**src/rtl/sevenseg_mux.sv**
```systemverilog
// Time-multiplexed seven-segment driver: latches a packed hex word, scans one
// digit per REFRESH_DIV cycles, with per-digit dp, blanking and leading-zero suppression.
module sevenseg_mux #(
    parameter int NDIGITS     = 4,
    parameter int REFRESH_DIV = 50000,
    parameter int ACTIVE_LOW  = 1,
    parameter int LZ_SUPPRESS = 0
) (
    input  logic                                          clk_i,
    input  logic                                          reset_i,
    input  logic                                          load_i,
    input  logic [4*NDIGITS-1:0]                          data_i,
    input  logic [NDIGITS-1:0]                            dp_in_i,
    input  logic [NDIGITS-1:0]                            blank_i,
    output logic [NDIGITS-1:0]                            anode_o,
    output logic [6:0]                                    segments_o,
    output logic                                          dp_o,
    output logic [((NDIGITS > 1) ? $clog2(NDIGITS) : 1)-1:0] digit_idx_o
);

    localparam int IDX_W = (NDIGITS > 1) ? $clog2(NDIGITS) : 1;
    localparam int CNT_W = $clog2(REFRESH_DIV);
    localparam logic POL = (ACTIVE_LOW != 0);
    localparam logic [NDIGITS-1:0] AN_OFF  = {NDIGITS{POL}};
    localparam logic [6:0]         SEG_OFF = {7{POL}};

    // active-high abcdefg pattern for one hex nibble
    function automatic logic [6:0] seg_decode(input logic [3:0] nib);
        logic [6:0] s;
        case (nib)
            4'h0:    s = 7'b1111110;
            4'h1:    s = 7'b0110000;
            4'h2:    s = 7'b1101101;
            4'h3:    s = 7'b1111001;
            4'h4:    s = 7'b0110011;
            4'h5:    s = 7'b1011011;
            4'h6:    s = 7'b1011111;
            4'h7:    s = 7'b1110000;
            4'h8:    s = 7'b1111111;
            4'h9:    s = 7'b1111011;
            4'hA:    s = 7'b1110111;
            4'hB:    s = 7'b0011111;
            4'hC:    s = 7'b1001110;
            4'hD:    s = 7'b0111101;
            4'hE:    s = 7'b1001111;
            default: s = 7'b1000111;
        endcase
        return s;
    endfunction

    logic [4*NDIGITS-1:0] data_q, data_d;
    logic [NDIGITS-1:0]   dp_q, dp_d;
    logic [NDIGITS-1:0]   blank_q, blank_d;
    logic [CNT_W-1:0]     cnt_q, cnt_d;
    logic [IDX_W-1:0]     idx_q, idx_d;
    logic [NDIGITS-1:0]   anode_q, anode_d;
    logic [6:0]           seg_q, seg_d;
    logic                 dpo_q, dpo_d;
    logic [IDX_W-1:0]     didx_q;

    logic                 cnt_last;
    logic [NDIGITS-1:0]   dark;
    logic [NDIGITS-1:0]   an_act;
    logic [6:0]           seg_act;
    logic                 dp_act;
    logic [3:0]           nib;

    // Dark flags come from the shadow registers, so a digit's suppression
    // always matches the value it would have shown.
    for (genvar k = 0; k < NDIGITS; k++) begin : g_dark
        if (k == 0 || LZ_SUPPRESS == 0) begin : g_plain
            assign dark[k] = blank_q[k];
        end else begin : g_lz
            assign dark[k] = blank_q[k] | (data_q[4*NDIGITS-1:4*k] == '0);
        end
    end

    always_comb begin
        data_d  = data_q;
        dp_d    = dp_q;
        blank_d = blank_q;
        if (load_i) begin
            data_d  = data_i;
            dp_d    = dp_in_i;
            blank_d = blank_i;
        end
    end

    assign cnt_last = (cnt_q == CNT_W'(REFRESH_DIV - 1));

    always_comb begin
        cnt_d = cnt_q + CNT_W'(1);
        idx_d = idx_q;
        if (cnt_last) begin
            cnt_d = '0;
            idx_d = (idx_q == IDX_W'(NDIGITS - 1)) ? '0 : idx_q + IDX_W'(1);
        end
    end

    always_comb begin
        nib     = data_q[4*idx_q +: 4];
        an_act  = '0;
        seg_act = '0;
        dp_act  = 1'b0;
        if (!dark[idx_q]) begin
            an_act[idx_q] = 1'b1;
            seg_act       = seg_decode(nib);
            dp_act        = dp_q[idx_q];
        end
        anode_d = an_act ^ AN_OFF;
        seg_d   = seg_act ^ SEG_OFF;
        dpo_d   = dp_act ^ POL;
    end

    always_ff @(posedge clk_i) begin
        if (reset_i) begin
            data_q  <= '0;
            dp_q    <= '0;
            blank_q <= '0;
            cnt_q   <= '0;
            idx_q   <= '0;
            anode_q <= AN_OFF;
            seg_q   <= SEG_OFF;
            dpo_q   <= POL;
            didx_q  <= '0;
        end else begin
            data_q  <= data_d;
            dp_q    <= dp_d;
            blank_q <= blank_d;
            cnt_q   <= cnt_d;
            idx_q   <= idx_d;
            anode_q <= anode_d;
            seg_q   <= seg_d;
            dpo_q   <= dpo_d;
            didx_q  <= idx_q;
        end
    end

    assign anode_o     = anode_q;
    assign segments_o  = seg_q;
    assign dp_o        = dpo_q;
    assign digit_idx_o = didx_q;

endmodule
```
**config.mk**
```make
export PLATFORM = sky130hd
export DESIGN_NAME = sevenseg_mux
export DESIGN_NICKNAME = d
export VERILOG_FILES = /design/src/rtl/sevenseg_mux.sv
export SDC_FILE = /design/constraint.sdc
export NUM_CORES = 1
export LEC_CHECK = 0
export CORE_MARGIN = 5
export CORE_UTILIZATION = 52
export CTS_CLUSTER_SIZE = 28
export DETAILED_ROUTE_END_ITERATION = 10
export PLACE_DENSITY_LB_ADDON = 0.15
export SYNTH_ARGS = -nofsm -noshare
export SYNTH_HDL_FRONTEND = slang
export SYNTH_SLANG_ARGS = --single-unit
```
**constraint.sdc**
```tcl
create_clock -name clk_i -period 2.74 [get_ports clk_i]
set_clock_uncertainty 0.05 [all_clocks]
set_input_delay 0.548 -clock clk_i [delete_from_list [all_inputs] [get_ports clk_i]]
set_output_delay 0.548 -clock clk_i [all_outputs]
set_load 0.02 [all_outputs]
```
# Word level (Yosys, flattened, before mapping)
# Memories as Yosys holds them, arrays and structs flattened.
# Index checks and enable logic that the tools add are counted.
# word_totals
romBits	112
mem_bits_rw	0
out_inout_bits	14
reg_bits	56
in_bits	27
memories	1
latch_bits	0
# op_classes
div_mod_pow	0
shift	1
n_eq_ne	2
order_cmp	2
multipliers	0
n_reduce_logical	2
bitwise_logic	3
addsub	2
muxes	10
# mem_list
memory	words	word_bits	read_ports	rd_ports_with_merged_regs	write_ports	line	source
(name not given)	16	7	1	0	0	30	case (nib)
# op_table
cell	count
$add A16 B1 Y16 const B	1
$eq A16 B16 Y1 const B	1
$shiftx A16 B5 Y4	1
$mux W7	1
$not A7 Y7	1
$bmux W1 S2	2
$mux W1	4
$mux W4	1
$not A4 Y4	1
$lt A2 B3 Y1 const B	1
$add A2 B1 Y2 const B	1
$demux W1 S2	1
$eq A2 B2 Y1 const B	1
$ge A2 B1 Y1 const B	1
$mux W2	1
$reduce_or A2 Y1	1
$logic_and A1 B1 Y1	1
$not A1 Y1	1

# Longest topological paths before layout
# Gate-level depths: netlist of run 1.
# logic_depth
depth_word	6
mapped_depth	8
depth_no_buf	7

# Least setup slack after synthesis of run 1
# OpenSTA, ideal clock, no wires.
# synth_path
path_type	reg-to-reg
start	register idx_q[0]
end	register seg_q[6], in the netlist segments_o[6]
path_slack_ns	0.720
t_required_ns	2.571
arrival_time_ns	1.851
stages_incl_launch_ff	7
synth_period_minus_slack_ns	2.020
path_cell_list	dfxtp_1 -> buf_6 -> mux4_1 -> ha_1 -> or3b_1 -> o221ai_1 -> nand2_1
# synth_between
elab_chain_len	4
word_cells_on_any_way	6
classes_between	shift (1); mux (3); bitwise (1); memory (1)
# synth_rtl
item	line	source
start: declaration	55	logic [IDX_W-1:0] idx_q, idx_d;
start signal: assignment	131	idx_q <= idx_d;
$shiftx A16 B5 Y4 or $bmux W1 S2 (tied branches)	101, 105	
$mem_v2 Z16 W7 or $mux W1 (tied branches)	n/a	
$mux W7 (*)	105	if (!dark[idx_q]) begin
$not A7 Y7 (no source line) (*)	n/a	
end signal: assignment	133	seg_q <= seg_d;
end: declaration	57	logic [6:0] seg_q, seg_d;
# Mark *: on every way between the ends. The rest lies on a longest branch, timed or not. The select of a mux whose other input is x is not followed.
# A chain may end at the register's enable or synchronous reset.

# Final worst setup path of run 1
# layout_path
start	register idx_q[0]
end	register seg_q[3], in the netlist segments_o[3]
# The elaborated chain is that of the path after synthesis.

==> results of run 1 <==
==> sequential cells by signal, summed over array words and instances (netlist names) <==
| register | cells |
|---|---|
| data_q | 16 |
| cnt_q | 16 |
| idx_q | 2 |
| anode_o | 4 |
| dp_q | 4 |
| segments_o | 7 |
| digit_idx_o | 2 |
| blank_q | 4 |
| dp_o | 1 |
==> area by class of cell <==
type | instances | area [µm²] | area share
clock buffers | 8 | 90.1 | 0.0310
inverters | 9 | 33.8 | 0.0116
multi-input cells | 155 | 1170 | 0.404
flip-flops and latches | 56 | 1120 | 0.386
well taps | 52 | 65.1 | 0.0224
repair buffers | 43 | 423 | 0.146
==> worst register-to-register path, delay by kind of cell, from the launching register on <==
family,cells,cell delay [ns]
muxes,2,0.87
and+or+nand+nor,1,0.07
adders and majority gates,1,0.24
DFF,1,0.65
AOI/OAI and AO/OA,1,0.16
buffers and inverters,2,0.24
==> layer usage <==
layer / vias up / wire length (µm) / global-route usage
li1: 875 / - / -
met5: - / 0 / 0
met1: 778 / 2150 / 0.217
met2: 39 / 1930 / 0.229
met3: 2 / 255 / 0.0423
met4: 0 / 26 / 0.0472
==> path summary, 6_finish.rpt <==
path / slack [ns] / to / startpoint
worst max-delay path: 0.40 / segments_o[3]$_SDFF_PP1_ / idx_q[0]$_SDFFE_PP0N_
worst min register to register: 0.42 / cnt_q[0]$_SDFF_PP0_ / cnt_q[0]$_SDFF_PP0_
worst max register to register: 0.40 / segments_o[3]$_SDFF_PP1_ / idx_q[0]$_SDFFE_PP0N_
worst min-delay path: 0.42 / cnt_q[0]$_SDFF_PP0_ / cnt_q[0]$_SDFF_PP0_
==> power groups by stage <==
stage	Sequential [mW]	Combinational (mW)	Clock (mW)
CTS	0.868	0.190	0.466
global route	0.873	0.206	0.504
global placement	0.886	0.186	0
floorplan	0.897	0.0976	0
detailed placement	0.887	0.188	0
finish	0.868	0.188	0.449
==> kinds of logic after synthesis <==
family	Yosys count	share of synthesized area
multiplexers	35	0.181
XOR/XNOR	13	0.0471
flip-flops	56	0.464
buffers and inverters	25	0.0507
AO/OA/AOI/OAI	14	0.0378
AND/OR/NAND/NOR	82	0.162
adder cells (fa/ha/maj)	11	0.0570
==> synthesized netlist by cell type, drive strengths merged <==
cell    number
mux2i       28
o221ai       4
o211ai       2
mux2         1
ha          11
nor4bb       2
nor2        42
o21ai        2
nand3        7
nand2b       2
a31oi        1
a21oi        5
clkbuf       9
xor2        11
dfxtp       56
and4         3
or3b         1
nor4         1
nand4        5
nand2       11
xnor2        2
or3          3
nor4b        1
or2          1
mux4         6
inv          9
and3         2
nor2b        1
buf          7
==> impl_metrics.ini, run 1 <==
[run_status]
status = finished, final reports clean

[synth]
netlist.area_leader.share = 0.464
syn-cell-area_mm2 = 0.00242
yosysUniqueCellTypes = 32
yosys_warnings = 0
avgSynthCellArea_um2 = 10.2
synth_nets = 274
syn-instance-count = 236
synth.top_cells.by_area = dfxtp_1 46%, mux2i_1 12%, nor2_1 6.5%
synth_seq_cells = 56
synth_top_cell_by_area = dfxtp_1
ys_seq_area_frac = 0.464

[grt]
grt_usage = 0.154
grt_pass1_wl_um = 7660
grt_pass1_vias = 1649
antenna_found_initial = 0
grt-ovfl-total = 0
grt_max_degree = 27

[pwr]
p_sw_frac = 0.230
vdd_drop_max_uv = 290
p_per_area_mw_per_mm2 = 518
pwr-share-seq = 0.577
power_frac_clock = 0.299
p_comb_frac = 0.125
p_total_mw = 1.50
p_int_mw = 1.16
leakage_nw = 1.18
power_switching_mw = 0.346

[timing]
setup_violations = 0
fin_crit_ns = 2.34
maxSlewViolCount = 0
fin_ws_ns = 0.400
setup_tns_ns = 0
rsz0062_at_grt = no
min_period_over_period = 0.854
hold_ws_ns = 0.422
worst_slew_pin_slew_ns = 0.614
slew_headroom = 0.591
hold_violations = 0
fmax_ghz = 0.427

[drt]
dr.pass1.iters = 4
drtIter0Drc = 85
ant_nets = 0
routed_wl_um = 4370
route.detailed.drc = 0
wl_per_cell_um = 13.5
vias = 1694
vias_per_cell = 5.24

[hold_path]
hp-class = register to register
hold-path-cell-count = 1

[floorplanning]
die_x_um = 78.2
num_rows = 24
core_area_mm2 = 0.00444
initial_core_util = 0.544
pin_count = 41
die_y_um = 78.2
die-area_mm2 = 0.00611

[layout]
layout_commonest_cell = dfxtp_1
n_fill_cell = 372
utilization = 0.654
finalNonFillerCells = 323
finalNetCount = 308
area_growth_pct = 20.2
layout_common_cells = 56 x dfxtp_1, 42 x nor2_1, 40 x clkdlybuf4s50_1
diodes = 0
drive_gt1_frac = 0.0480
final_area_mm2 = 0.00291

[worst_setup_path]
cp_max_fo = 11
worst_path_most_repeated_cell = inv_1
worstRegToRegCells = 7
slowest_stage = mux4_1
critPathTopFamily = multiplexers
path_buf_inv = 2
cp.depth = 7
worstPathArrival_ns = 2.51
crit_required_ns = 2.91
cp-start-kind = register
path_cells = mux4_1 > inv_1 > ha_1 > inv_1 > mux2i_1 > nor4_1 > a31oi_1
max_stage_delay_ns = 0.74
cp-end-kind = register
path_class = register to register

[clock_tree]
cts_setup_buffers = 0
htreeDepth = 2
path_clk_slew_ns = 0.09
clkLatencyLatePin_ns = 0.30
clockBufferDepth = 2
cts_tree = done
postCtsHoldBufs = 0
cts_resized = 0
clock-sinks = 56
cts_buffers = 5
root_buffer = clkbuf_8

[job]
cap_violations = 0

[place]
gp_congestion = 0.797
hpwl_um = 3170
placed_cells = 315
pre_cts_ws_ns = 0.420
dpl-instance-area_mm2 = 0.00282
port_buffers = 40
(Power assumes the default switching activity.)
==> inputs of run 2 (changes only) <==
--- a/config.mk
+++ b/config.mk
@@ -9,7 +9,7 @@
 export CORE_UTILIZATION = 52
 export CTS_CLUSTER_SIZE = 28
 export DETAILED_ROUTE_END_ITERATION = 10
-export PLACE_DENSITY_LB_ADDON = 0.15
+export PLACE_DENSITY = 0.77
 export SYNTH_ARGS = -nofsm -noshare
 export SYNTH_HDL_FRONTEND = slang
 export SYNTH_SLANG_ARGS = --single-unit
==> impl_metrics.ini, run 2 (synthesis gave the netlist of run 1 again) <==
[drt]
vias_per_cell = 5.25
vias = 1697
route.detailed.drc = 0
drtIter0Drc = 85
dr.pass1.iters = 4
wl_per_cell_um = 13.5
ant_nets = 0
routed_wl_um = 4370

[timing]
hold_violations = 0
fmax_ghz = 0.428
fin_ws_ns = 0.402
worst_slew_pin_slew_ns = 0.616
setup_tns_ns = 0
slew_headroom = 0.589
fin_crit_ns = 2.34
min_period_over_period = 0.853
rsz0062_at_grt = no
maxSlewViolCount = 0
setup_violations = 0

[worst_setup_path]
cp-end-kind = register
worstPathArrival_ns = 2.52
r2r_slack_ns = 0.40
crit_required_ns = 2.92
cp-start-kind = register
path_class = register to register
cp_max_fo = 11

[pwr]
power_frac_clock = 0.299
power_switching_mw = 0.348
p_sw_frac = 0.231
vdd_drop_max_uv = 357
p_per_area_mw_per_mm2 = 519
p_int_mw = 1.16
pwr-share-seq = 0.576
leakage_nw = 1.18
p_comb_frac = 0.125

[run_status]
status = finished, final reports clean

[grt]
grt_usage = 0.152
grt_pass1_vias = 1579
grt_pass1_wl_um = 7470
grt-ovfl-total = 0
antenna_found_initial = 0
grt_max_degree = 27

[layout]
diodes = 0
layout_common_cells = 56 x dfxtp_1, 42 x nor2_1, 40 x clkdlybuf4s50_1
drive_gt1_frac = 0.0480
finalNetCount = 308
n_fill_cell = 390
utilization = 0.654
finalNonFillerCells = 323
layout_commonest_cell = dfxtp_1
area_growth_pct = 20.2

[clock_tree]
cts_setup_buffers = 0
path_clk_slew_ns = 0.09
cts_tree = done
root_buffer = clkbuf_8
cts_resized = 0
postCtsHoldBufs = 0
cts_buffers = 5
htreeDepth = 2
clock-sinks = 56
clockBufferDepth = 2
clkLatencyLatePin_ns = 0.30

[floorplanning]
pin_count = 41
die_y_um = 78.2
num_rows = 24
core_area_mm2 = 0.00444
initial_core_util = 0.544
die-area_mm2 = 0.00611
die_x_um = 78.2

[place]
hpwl_um = 3110
port_buffers = 40
placed_cells = 315
pre_cts_ws_ns = 0.414
gp_congestion = 0.722

[hold_path]
hp-class = register to register

[job]
cap_violations = 0
==> run 2: worst paths after layout <==
check / from / end / depth (start not counted)
setup reg to reg: idx_q[0]$_SDFFE_PP0N_ / segments_o[3]$_SDFF_PP1_ / 7
setup / recovery: idx_q[0]$_SDFFE_PP0N_ / segments_o[3]$_SDFF_PP1_ / 7
hold / removal: cnt_q[0]$_SDFF_PP0_ / cnt_q[0]$_SDFF_PP0_ / 1
hold reg to reg: cnt_q[0]$_SDFF_PP0_ / cnt_q[0]$_SDFF_PP0_ / 1
==> run 2: metrics by stage <==
stage          cell area (µm²)  hold slack [ns]  total power, mW
2_1_floorplan             2420            0.376            0.995
3_3_place_gp              2820            0.394             1.07
3_5_place_dp              2820            0.398             1.07
4_1_cts                   2910            0.419             1.52
5_1_grt                   2910            0.453             1.57
6_report                  2910            0.418             1.51
==> run 2: critical path: stages, from the launching register on <==
cell and delay [ns]:
dfxtp_1 0.65, mux4_1 0.75, inv_1 0.17, ha_1 0.24, inv_1 0.08, mux2i_1 0.13
nor4_1 0.06, a31oi_1 0.13
==> run 2: final cells by class <==
cell class	instances	area [µm²]	share of cell area
Inverter	9	33.8	0.0116
Multi-Input combinational cell	155	1170	0.404
Sequential cell	56	1120	0.386
Timing Repair Buffer	43	423	0.146
Clock buffer	8	90.1	0.0310
Tap cell	52	65.1	0.0224
==> run 2: power by group through the flow <==
stage | registers [mW] | logic, mW | clock network (mW)
floorplan | 0.897 | 0.0976 | 0
global placement | 0.886 | 0.186 | 0
detailed placement | 0.887 | 0.188 | 0
CTS | 0.868 | 0.190 | 0.462
global route | 0.872 | 0.206 | 0.494
finish | 0.867 | 0.189 | 0.451
==> run 2: metal layers <==
metal,track usage,wire [µm],vias to the layer above,part of all wire
met5,0,0,-,0
met4,0.0524,59,0,0.013
met3,0.0378,212,5,0.048
met2,0.236,1920,37,0.44
met1,0.206,2180,775,0.50
li1,-,-,880,-
